## src/rtl/lpi_rtl_pkg.sv

```systemverilog
// Shared Q-channel LPI definitions: 3-bit state encoding (RhQLpiState order)
// and default handshake timing constants.
package lpi_rtl_pkg;

  localparam logic [2:0] LPI_ST_Q_STOPPED  = 3'd0;
  localparam logic [2:0] LPI_ST_Q_EXIT     = 3'd1;
  localparam logic [2:0] LPI_ST_Q_RUN      = 3'd2;
  localparam logic [2:0] LPI_ST_Q_REQUEST  = 3'd3;
  localparam logic [2:0] LPI_ST_Q_DENIED   = 3'd4;
  localparam logic [2:0] LPI_ST_Q_CONTINUE = 3'd5;

  localparam int LPI_IDLE_CYCLES_DEF  = 4;
  localparam int LPI_DENY_TIMEOUT_DEF = 16;

  typedef enum logic [2:0] {
    Q_STOPPED  = LPI_ST_Q_STOPPED,
    Q_EXIT     = LPI_ST_Q_EXIT,
    Q_RUN      = LPI_ST_Q_RUN,
    Q_REQUEST  = LPI_ST_Q_REQUEST,
    Q_DENIED   = LPI_ST_Q_DENIED,
    Q_CONTINUE = LPI_ST_Q_CONTINUE
  } rh_qlpi_state_e;

endpackage

```

## src/rtl/rh_qlpi_device_fsm_sync.sv

```systemverilog
// Two-flop asynchronous-reset synchronizer for the qreqn request line.
module rh_qlpi_sync (
  input  logic clk,
  input  logic resetn,
  input  logic d,
  output logic q
);

  logic meta_p0;
  logic sync_p1;

  always_ff @(posedge clk or negedge resetn) begin
    if (!resetn) begin
      meta_p0 <= 1'b0;
      sync_p1 <= 1'b0;
    end else begin
      meta_p0 <= d;
      sync_p1 <= meta_p0;
    end
  end

  assign q = sync_p1;

endmodule

```

## src/rtl/rh_qlpi_device_fsm.sv

```systemverilog
// Device-side Q-channel LPI controller: accepts on sustained idleness, denies on timeout.
// Define RH_QLPI_SYNC_EN to insert a 2-flop synchronizer on an asynchronous qreqn.
module rh_qlpi_device_fsm
  import lpi_rtl_pkg::*;
#(
  parameter int IDLE_CYCLES  = LPI_IDLE_CYCLES_DEF,
  parameter int DENY_TIMEOUT = LPI_DENY_TIMEOUT_DEF
) (
  input  logic       clk,
  input  logic       resetn,
  input  logic       qreqn,
  output logic       qacceptn,
  output logic       qdeny,
  output logic       qactive,
  input  logic       busy_i,
  input  logic       wake_i,
  output logic       stopped_o,
  output logic [2:0] state_o,
  output logic       err_o
);

  localparam int CNT_W = $clog2(DENY_TIMEOUT + 1);
  localparam logic [CNT_W-1:0] IDLE_LAST = CNT_W'(IDLE_CYCLES - 1);
  localparam logic [CNT_W-1:0] WAIT_LAST = CNT_W'(DENY_TIMEOUT - 1);

  function automatic logic [CNT_W-1:0] sat_inc(input logic [CNT_W-1:0] v);
    return (v == {CNT_W{1'b1}}) ? v : v + CNT_W'(1);
  endfunction

  logic qreqn_s;

`ifdef RH_QLPI_SYNC_EN
  rh_qlpi_sync u_sync (
    .clk    (clk),
    .resetn (resetn),
    .d      (qreqn),
    .q      (qreqn_s)
  );
`else
  assign qreqn_s = qreqn;
`endif

  rh_qlpi_state_e   state_q, state_d;
  logic [CNT_W-1:0] idle_cnt_q, idle_cnt_d;
  logic [CNT_W-1:0] wait_cnt_q, wait_cnt_d;
  logic             qreqn_s_p1;
  logic             err_d;
  logic             qacceptn_d, qdeny_d, stopped_d;
  logic             qacceptn_q, qdeny_q, stopped_q, err_q, qactive_q;
  logic             idle, qreqn_rise, qreqn_fall;

  assign idle       = !busy_i && !wake_i;
  assign qreqn_rise = qreqn_s && !qreqn_s_p1;
  assign qreqn_fall = !qreqn_s && qreqn_s_p1;

  // Stage p0: next-state, counters and protocol checks
  always_comb begin
    state_d    = state_q;
    idle_cnt_d = idle_cnt_q;
    wait_cnt_d = wait_cnt_q;
    err_d      = 1'b0;
    unique case (state_q)
      Q_STOPPED: begin
        if (qreqn_s) state_d = Q_EXIT;
      end
      Q_EXIT: begin
        state_d = Q_RUN;
        if (qreqn_fall) err_d = 1'b1;
      end
      Q_RUN: begin
        if (!qreqn_s) begin
          state_d    = Q_REQUEST;
          idle_cnt_d = '0;
          wait_cnt_d = '0;
        end
      end
      Q_REQUEST: begin
        wait_cnt_d = sat_inc(wait_cnt_q);
        idle_cnt_d = idle ? sat_inc(idle_cnt_q) : '0;
        if (qreqn_rise) err_d = 1'b1;
        // Accept has priority when the timeout expires on the last idle cycle
        if (idle && (idle_cnt_q == IDLE_LAST)) begin
          state_d = Q_STOPPED;
        end else if (wait_cnt_q == WAIT_LAST) begin
          state_d = Q_DENIED;
        end
      end
      Q_DENIED: begin
        if (qreqn_s) state_d = Q_CONTINUE;
      end
      Q_CONTINUE: begin
        state_d = Q_RUN;
        if (qreqn_fall) err_d = 1'b1;
      end
      default: state_d = Q_STOPPED;
    endcase

    qacceptn_d = !((state_d == Q_STOPPED) || (state_d == Q_EXIT));
    qdeny_d    = (state_d == Q_DENIED) || (state_d == Q_CONTINUE);
    stopped_d  = (state_d == Q_STOPPED);
  end

  // Stage p1: registered state and outputs
  always_ff @(posedge clk or negedge resetn) begin
    if (!resetn) begin
      state_q    <= Q_STOPPED;
      idle_cnt_q <= '0;
      wait_cnt_q <= '0;
      qreqn_s_p1 <= 1'b0;
      qacceptn_q <= 1'b0;
      qdeny_q    <= 1'b0;
      stopped_q  <= 1'b1;
      err_q      <= 1'b0;
      qactive_q  <= 1'b0;
    end else begin
      state_q    <= state_d;
      idle_cnt_q <= idle_cnt_d;
      wait_cnt_q <= wait_cnt_d;
      qreqn_s_p1 <= qreqn_s;
      qacceptn_q <= qacceptn_d;
      qdeny_q    <= qdeny_d;
      stopped_q  <= stopped_d;
      err_q      <= err_d;
      qactive_q  <= busy_i | wake_i;
    end
  end

  assign qacceptn  = qacceptn_q;
  assign qdeny     = qdeny_q;
  assign stopped_o = stopped_q;
  assign err_o     = err_q;
  assign qactive   = qactive_q;
  assign state_o   = state_q;

endmodule

```

## config.mk

```make
export PLATFORM = sky130hd
export DESIGN_NAME = rh_qlpi_device_fsm
export DESIGN_NICKNAME = d
export VERILOG_FILES = /design/src/rtl/lpi_rtl_pkg.sv /design/src/rtl/rh_qlpi_device_fsm_sync.sv /design/src/rtl/rh_qlpi_device_fsm.sv
export SDC_FILE = /design/constraint.sdc
export NUM_CORES = 1
export LEC_CHECK = 0
export ABC_AREA = 0
export ABC_CLOCK_PERIOD_IN_PS = 2400
export BUFFER_PORTS_ARGS = -buffer_cell sky130_fd_sc_hd__buf_4
export CAP_MARGIN = 30
export CORE_UTILIZATION = 55
export CTS_CLUSTER_DIAMETER = 100
export DETAILED_ROUTE_END_ITERATION = 10
export PLACE_DENSITY = 0.76
export RECOVER_POWER = 50
export SLEW_MARGIN = 20
export SYNTH_ARGS = -nofsm -noshare
export SYNTH_HDL_FRONTEND = slang
export SYNTH_SLANG_ARGS = --single-unit
export TNS_END_PERCENT = 30
```

## constraint.sdc

```tcl
create_clock -name clk -period 2.4 [get_ports clk]
set_input_delay 0.24 -clock clk [delete_from_list [all_inputs] [get_ports clk]]
set_output_delay 0.24 -clock clk [all_outputs]
set_load 0.1 [all_outputs]
```

* After elaboration in Yosys (flattened, before gate mapping)
Index checks and enable logic that the tools add are counted.
Operators by class: multiplexer cells 15, eq/ne operators 15, bitwise gates (word level) 1, reduce and logical (&&, ||, !) cells 17, add/subtract/negate cells 2
Operator list (number):
- 2-to-1 mux 5 bit | 4
- one-hot mux 5 bit (2 select lines) | 2
- 2-to-1 mux 3 bit | 5
- one-hot mux 3 bit (5 select lines) | 1
- equality test 3 bit (second input constant) | 4
- adder 5 x 1 -> 5 bit (second input constant) | 2
- equality test 5 bit (second input constant) | 2
- equality test 3 x 1 -> 1 bit (second input constant) | 2
- equality test 3 x 2 -> 1 bit (second input constant) | 2
- zero test 3 bit | 2
- AND reduction 3 bit | 2
- equality test 5 x 2 -> 1 bit (second input constant) | 1
- equality test 5 x 4 -> 1 bit (second input constant) | 1
- zero test 1 bit | 5
- logical AND 1 bit | 4
- inequality test 2 bit (second input constant) | 2
- inequality test 3 bit (second input constant) | 1
- logical OR 1 bit | 2
- 2-to-1 mux 1 bit | 2
- one-hot mux 1 bit (2 select lines) | 1
- nonzero test 2 bit | 1
- OR reduction 2 bit | 1
- bitwise OR 1 bit | 1
Storage, ports and cells: input port bits 5, register bits after elaboration 19, logic and storage cells 59, output and inout port bits 8

* Longest topological paths before layout
Gate-level depths: netlist of run 1.
depth after elaboration 8, depth in mapped cells 6, gate-level depth less buffers 6

* Least setup slack after synthesis of run 1
No wires, ideal clock.
kind reg2reg, from register state_q[1] (netlist: state_o[1]), to register wait_cnt_q[3], arrival time 1.856 ns, required time 2.320 ns, cell stages (with the launch flop) 5, path buffers 1, path slack 0.465 ns, clock period less this slack 1.935 ns, setup time 0.080 ns, cells stage by stage dfrtp_1 > buf_2 > nand3b_1 > or3_1 > a21oi_1
Between the ends: longest elaborated chain between the ends 3, elaborated cells between the ends (all ways) 7, those cells by class eq/ne: 4; mux: 1; reduce/logical: 2
RTL lines:
- start, declared | line rh_qlpi_device_fsm.sv:43 | rh_qlpi_state_e state_q, state_d;
- start signal, assigned | line rh_qlpi_device_fsm.sv:116 | state_q <= state_d;
- equality test 3 x 2 -> 1 bit | line rh_qlpi_device_fsm.sv:62 | unique case (state_q)
- inequality test 2 bit (no line) or nonzero test 2 bit (tied branches)
- AND reduction 3 bit (no line)
- end signal, assigned | line rh_qlpi_device_fsm.sv:118 | wait_cnt_q <= wait_cnt_d;
- end, declared | line rh_qlpi_device_fsm.sv:45 | logic [CNT_W-1:0] wait_cnt_q, wait_cnt_d;
Several ways; a longest one is shown, not always the timed one. A chain may end at the register's enable or synchronous reset.

* Final worst setup path of run 1
from register wait_cnt_q[0], to register wait_cnt_q[3]
Between the ends: longest elaborated chain between the ends 3, elaborated cells between the ends (all ways) 6, those cells by class add/sub: 1; eq/ne: 2; mux: 2; reduce/logical: 1
RTL lines:
- adder 5 x 1 -> 5 bit or equality test 5 bit (tied branches) | line rh_qlpi_device_fsm.sv:27 | return (v == {CNT_W{1'b1}}) ? v : v + CNT_W'(1);
- 2-to-1 mux 5 bit or inequality test 2 bit (tied branches)
- one-hot mux 5 bit (2 select lines) or AND reduction 3 bit (tied branches)
Several ways; a longest one is shown, not always the timed one. The select of a mux whose other input is x is not followed.

==> impl_metrics.yaml, run 1 <==
grt:
  grtUsageTotal_pct: 24.16
  grt_pass1_wl_um: 3436
  overflow: 0
  grt_max_degree: 20
  grt_pass1_vias: 716
  antenna_found_initial: 0
clock_tree:
  cts.sinks: 19
  insertion_delay_ns: 0.31
  postCtsSetupBuffers: 0
  cts_made_buffers: 3
  clk_path_buf_depth: 2
  cts_resized: 0
  cts_tree: "built"
  postCtsHoldBufs: 1
  htree_levels: 1
  clk_pin_slew_ns: 0.11
  cts-root-buf: "clkbuf_4"
worst_hold_path:
  hold_path_class: "in2reg"
drt:
  drt_iter0_markers: 46
  avgViaCountPerCell: 6.255
  antenna_left: 0
  drt_first_pass_iters: 5
  vias: 857
  wl_per_cell_um: 15.33
  drc_errors: 0
  wirelength_um: 2100
synth:
  syn_inst: 99
  synth_top_area_share_pct: 43.48
  ys_types: 35
  syn-cell-area_um2: 1036
  synth_top_area_cell: "dfrtp_1"
  syn_avg_cell_area_um2: 10.46
  syn_nets: 109
  synth_seq_cells: 19
  seq_area_frac_synth_pct: 46.01
  synth_area_leaders: "dfrtp_1, ha_1, a22o_1, nand2_1, nor3b_1"
  yosysWarnings: 0
worst_setup_path:
  r2r_setup_slack_ns: 0.51
  crit_path_start_kind: "register"
  crit_arrival_ns: 2.13
  reg2reg_from: "wait_cnt_q[0]"
  critPathKind: "reg2reg"
  path_max_fanout: 8
  critPathCapture: "wait_cnt_q[3]"
  crit_start: "wait_cnt_q[0]"
  required_ns: 2.63
  worstRegToRegCells: 6
  rr_endpoint: "wait_cnt_q[3]"
  endpoint_kind: "register"
sta:
  finalSetupTns_ns: 0
  drv_slew: 0
  hold_violations: 0
  skew_ns: 0.003586
  setup_violations: 0
  relSlewSlack_pct: 22.91
  finalCriticalPeriod_ns: 1.892
  post-route-period-util_pct: 78.83
  finalWorstSetupSlack_ns: 0.5082
  rsz0062_at_grt: "false"
  clock.fmax_ghz: 0.5286
  tightest_slew_ns: 1.161
placement:
  routabilityCongestion: 0.7963
  portBuffers: 12
  place_ws_ns: 0.5456
  placed_cells: 132
  hpwlAfterDp_um: 1491
pwr:
  total_power_mw: 1.113
  p_comb_share_pct: 41.6
  seq_power_share_pct: 43.5
  power_density_nw_per_um2: 958.9
  irDropWorstVdd_mv: 0.6429
  intPower_uw: 628.0
  p_sw_share_pct: 43.59
  leakagePower_nw: 0.5151
  clock_power_share_pct: 14.9
  p_switching_uw: 485.4
floorplanning:
  io_pins: 13
  dieArea_um2: 2061
  die_height_um: 45.40
  fp.dieW_um: 45.40
  start_util_pct: 59.35
  row_count: 15
  core_um2: 1745
cells_and_area:
  instances_no_fill: 137
  fill_cells: 150
  drive_gt1_share_pct: 19.64
  layout.nets: 123
  syn_to_final_growth_pct: 12.08
  final_util_pct: 66.52
  num_antenna_cells: 0
status:
  status: "complete, no violations"
flow_run:
  maxCapViolations: 0
## per-stage QoR
stage	cell area, um^2	hold WS (ns)
2_1_floorplan	1036	-0.05559
3_3_place_gp	1139	0.1226
3_5_place_dp	1139	0.1256
4_1_cts	1176	0.08725
5_1_grt	1161	0.1812
6_report	1161	0.1647
## sequential cells by signal, indices dropped and copies added (netlist names)
signal,flops
err_o,1
qacceptn,1
state_o,3
qdeny,1
qreqn_s_p1,1
stopped_o,1
idle_cnt_q,5
qactive,1
wait_cnt_q,5
## synthesized netlist by cell type
master,count
ha_1,5
o21ai_0,5
nand4b_1,1
a2bb2oi_1,1
or3_1,2
o31ai_1,1
a221o_1,1
o211ai_1,1
nand3_1,3
and3_1,3
or3b_2,1
or2_2,3
buf_2,3
nor2b_1,2
a21oi_2,1
o221ai_1,2
or3b_1,1
a32o_1,2
nand2_1,8
nand4_1,1
nor3_1,1
and3b_1,1
mux2_2,2
nor4b_2,2
nor3b_1,4
inv_1,3
o21a_1,2
nand3b_1,1
nor2_1,3
nand2b_1,3
a21oi_1,4
dfstp_2,1
clkbuf_1,1
a22o_1,6
dfrtp_1,18
## worst min path at each step
stage	to	from	cells past startpoint	slack, ns
after CTS	qreqn_s_p1	qreqn	1	0.09
after detailed placement	wait_cnt_q[4]	resetn	1	0.13
after global placement	wait_cnt_q[4]	resetn	1	0.12
after floorplan	err_o	resetn	0	-0.06
after global routing	qreqn_s_p1	qreqn	1	0.18
final	qreqn_s_p1	qreqn	1	0.16
## cells in the final DEF, fill, tap and decap left out, types with 3 or more instances in the layout
cell,Yosys,routed
a21oi_1,4,4
a22o_1,6,6
and3_1,3,3
buf_4,0,7
clkbuf_1,1,4
clkbuf_4,0,4
dfrtp_1,18,18
ha_1,5,5
inv_1,3,3
nand2_1,8,8
nand2b_1,3,3
nand3_1,3,3
nor2_1,3,3
nor3b_1,4,4
o21ai_0,5,5
or2_2,3,3
## layer usage
layer / global-route usage (%) / share of wire [%] / vias to the layer above
li1: - / - / 395
met1: 36.15 / 46 / 416
met2: 33.43 / 46 / 43
met3: 3.571 / 5.8 / 3
met4: 12.73 / 1.5 / 0
met5: 0 / 0 / -
## area by class of cell
| class | instances | area [um^2] | share of cell area [%] |
|---|---|---|---|
| multi-input cells | 73 | 529.3 | 45.58 |
| flip-flops and latches | 19 | 476.7 | 41.06 |
| inverters | 3 | 11.26 | 0.9698 |
| clock buffers | 3 | 22.52 | 1.940 |
| well taps | 25 | 31.28 | 2.694 |
| repair buffers | 13 | 85.08 | 7.328 |
| clock inverters | 1 | 5.005 | 0.4310 |
## cell families after synthesis
logic type	synth area share (%)
compound gates	18.60
mux	2.174
buf+inv	2.898
simple gates	24.28
fa+ha+maj	6.039
flops	46.01
## power by group through the flow
| stage | logic, mW | registers (mW) | clock network (mW) |
|---|---|---|---|
| 2_1_floorplan | 0.270 | 0.580 | 0 |
| 3_3_place_gp | 0.454 | 0.484 | 0 |
| 3_5_place_dp | 0.463 | 0.491 | 0 |
| 4_1_cts | 0.467 | 0.484 | 0.172 |
| 5_1_grt | 0.499 | 0.499 | 0.183 |
| 6_report | 0.463 | 0.484 | 0.166 |
## worst max-delay path, stage by stage (launching register included)
cell	delay, ns
dfrtp_1	0.43
ha_1	0.22
and3_1	0.20
ha_1	0.27
nand4b_1	0.21
or3_1	0.31
a21oi_1	0.17
Note: power is estimated with default switching activity, not from simulation.
==> run 2: changes to the inputs <==
--- a/config.mk
+++ b/config.mk
@@ -5,14 +5,14 @@
 export SDC_FILE = /design/constraint.sdc
 export NUM_CORES = 1
 export LEC_CHECK = 0
-export ABC_AREA = 0
-export ABC_CLOCK_PERIOD_IN_PS = 2400
+export ABC_AREA = 1
+export ABC_CLOCK_PERIOD_IN_PS = 1800
 export BUFFER_PORTS_ARGS = -buffer_cell sky130_fd_sc_hd__buf_4
 export CAP_MARGIN = 30
 export CORE_UTILIZATION = 55
 export CTS_CLUSTER_DIAMETER = 100
 export DETAILED_ROUTE_END_ITERATION = 10
-export PLACE_DENSITY = 0.76
+export PLACE_DENSITY = 0.77
 export RECOVER_POWER = 50
 export SLEW_MARGIN = 20
 export SYNTH_ARGS = -nofsm -noshare
==> constraint.sdc (replaced) <==
create_clock -name clk -period 1.8 [get_ports clk]
set_input_delay 0.18 -clock clk [delete_from_list [all_inputs] [get_ports clk]]
set_output_delay 0.18 -clock clk [all_outputs]
set_load 0.1 [all_outputs]
==> impl_metrics.yaml, run 2 <==
status:
  status: "finished, violations left"
  violations: "DRC"
grt:
  grt_max_degree: 20
  grt_pass1_vias: 701
  grtUsageTotal_pct: 20.00
  overflow: 0
  antenna_found_initial: 0
  grt_pass1_wl_um: 2801
clock_tree:
  cts_resized: 0
  cts_tree: "built"
  cts.sinks: 19
  cts-root-buf: "clkbuf_4"
  clk_pin_slew_ns: 0.10
  insertion_delay_ns: 0.29
  postCtsHoldBufs: 1
  cts_made_buffers: 3
  postCtsSetupBuffers: 0
  clk_path_buf_depth: 2
  htree_levels: 1
worst_setup_path:
  crit_path_start_kind: "register"
  crit_family: "simple AND/OR/NAND/NOR gates"
  r2r_setup_slack_ns: 0.32
  cp_num_buf_inv: 0
  critPathKind: "reg2reg"
  path_max_fanout: 7
  cpPeakStageDelay_ns: 0.41
  crit_slowest_cell: "dfrtp_1"
  crit_arrival_ns: 1.70
  endpoint_kind: "register"
  crit_chain: "ha_1 > nand2_1 > nor2_1 > ha_1 > nor2_4 > nor2_4 > nand2_1 > o21ai_1"
  required_ns: 2.02
sta:
  skew_ns: 0.002568
  fin_hold_ws_ns: 0.1363
  relSlewSlack_pct: 35.98
  rsz0062_at_grt: "false"
  hold_violations: 0
  tightest_slew_ns: 0.9603
  drv_slew: 0
  finalCriticalPeriod_ns: 1.484
  finalWorstSetupSlack_ns: 0.3163
  finalSetupTns_ns: 0
  setup_violations: 0
  post-route-period-util_pct: 82.43
  clock.fmax_ghz: 0.6740
cells_and_area:
  fill_cells: 131
  final_util_pct: 71.11
  final_cell_mix: "nand2_1, dfrtp_1, inv_1"
  syn_to_final_growth_pct: 14.58
  num_antenna_cells: 0
  drive_gt1_share_pct: 20.00
  final_area_um2: 1121
  layout.nets: 146
  mostFrequentLayoutCell: "nand2_1"
drt:
  antenna_left: 0
  wl_per_cell_um: 10.92
  drt_iter0_markers: 28
  drc_errors: 1
  wirelength_um: 1649
  drt_first_pass_iters: 7
  avgViaCountPerCell: 5.185
  vias: 783
synth:
  ys.flop_type: "dfrtp_1"
  ys_types: 17
  syn_avg_cell_area_um2: 8.363
  synth_top_area_cell: "dfrtp_1"
  syn_nets: 127
  synth_top_area_share_pct: 46.04
  async_flop_share_pct: 100.0
  yosys-top-cells-count: "nand2_1, dfrtp_1, inv_1, nand3_1, nor2_1"
  synth_edf_count: 0
  synth_most_common_cell: "nand2_1"
  synth_area_leaders: "dfrtp_1, nand2_1, nand3_1, ha_1, inv_1"
  syn_inst: 117
  yosysWarnings: 0
  synth_seq_cells: 19
  syn-cell-area_um2: 978.4
  seq_area_frac_synth_pct: 48.72
floorplanning:
  core_um2: 1577
  dieArea_um2: 1951
  fp.dieW_um: 44.18
  start_util_pct: 62.06
  die_height_um: 44.18
  io_pins: 13
  row_count: 14
placement:
  dpl-instance-area_um2: 1089
  place_ws_ns: 0.3315
  hpwlAfterDp_um: 1298
  portBuffers: 12
  routabilityCongestion: 0.8842
flow_run:
  maxCapViolations: 0
worst_hold_path:
  hold_path_class: "in2reg"
pwr:
  power_density_nw_per_um2: 1591
  irDropWorstVdd_mv: 1.036
  leakagePower_nw: 0.5781
## run 2: worst min-delay path, cell delays in order
cell	delay, ns
buf_4	0.08
nor2_1	0.08
inv_1	0.06
## run 2: final timing paths
| check | end | from | depth (start not counted) |
|---|---|---|---|
| setup / recovery | wait_cnt_q[4] | wait_cnt_q[0] | 8 |
| hold / removal | qactive | busy_i | 3 |
| setup reg to reg | wait_cnt_q[4] | wait_cnt_q[0] | 8 |
| hold reg to reg | err_o | qreqn_s_p1 | 1 |
| max in group asynchronous | wait_cnt_q[0] | resetn | 2 |
| min in group asynchronous | idle_cnt_q[1] | resetn | 2 |
## run 2: where the power goes
group          switching, mW  total, mW  leakage [nW]  internal, mW
clock                  0.121      0.207        0.0150        0.0861
combinational          0.720      0.941         0.319         0.221
sequential            0.0973      0.636         0.244         0.538
## run 2: layout make-up
cell class              count  area [um^2]  share of cell area [%]
flip-flops and latches     19        476.7                   42.52
multi-input cells          79        422.9                   37.72
repair buffers             14        103.9                   9.263
inverters                  19        71.32                   6.362
clock buffers               4        26.28                   2.344
well taps                  16        20.02                   1.786
## run 2: per-stage QoR
stage / power (mW) / std cells
global placement: 1.584 / 145
CTS: 1.806 / 150
finish: 1.784 / 151
global route: 1.901 / 151
floorplan: 1.401 / 117
detailed placement: 1.598 / 145
## run 2: per-layer routing
layer / up-vias / global-route usage, % / part of all wire (%)
li1: 413 / - / -
met5: - / 0 / 0
met3: 4 / 3.673 / 3.2
met4: 0 / 7.273 / 1.3
met2: 15 / 32.06 / 45
met1: 351 / 27.30 / 50
## run 2: cell families after synthesis
family	count (synthesis)	share of synthesized area [%]
flops	19	48.72
compound gates	9	5.243
simple gates	65	32.35
buf+inv	19	7.289
fa+ha+maj	5	6.394
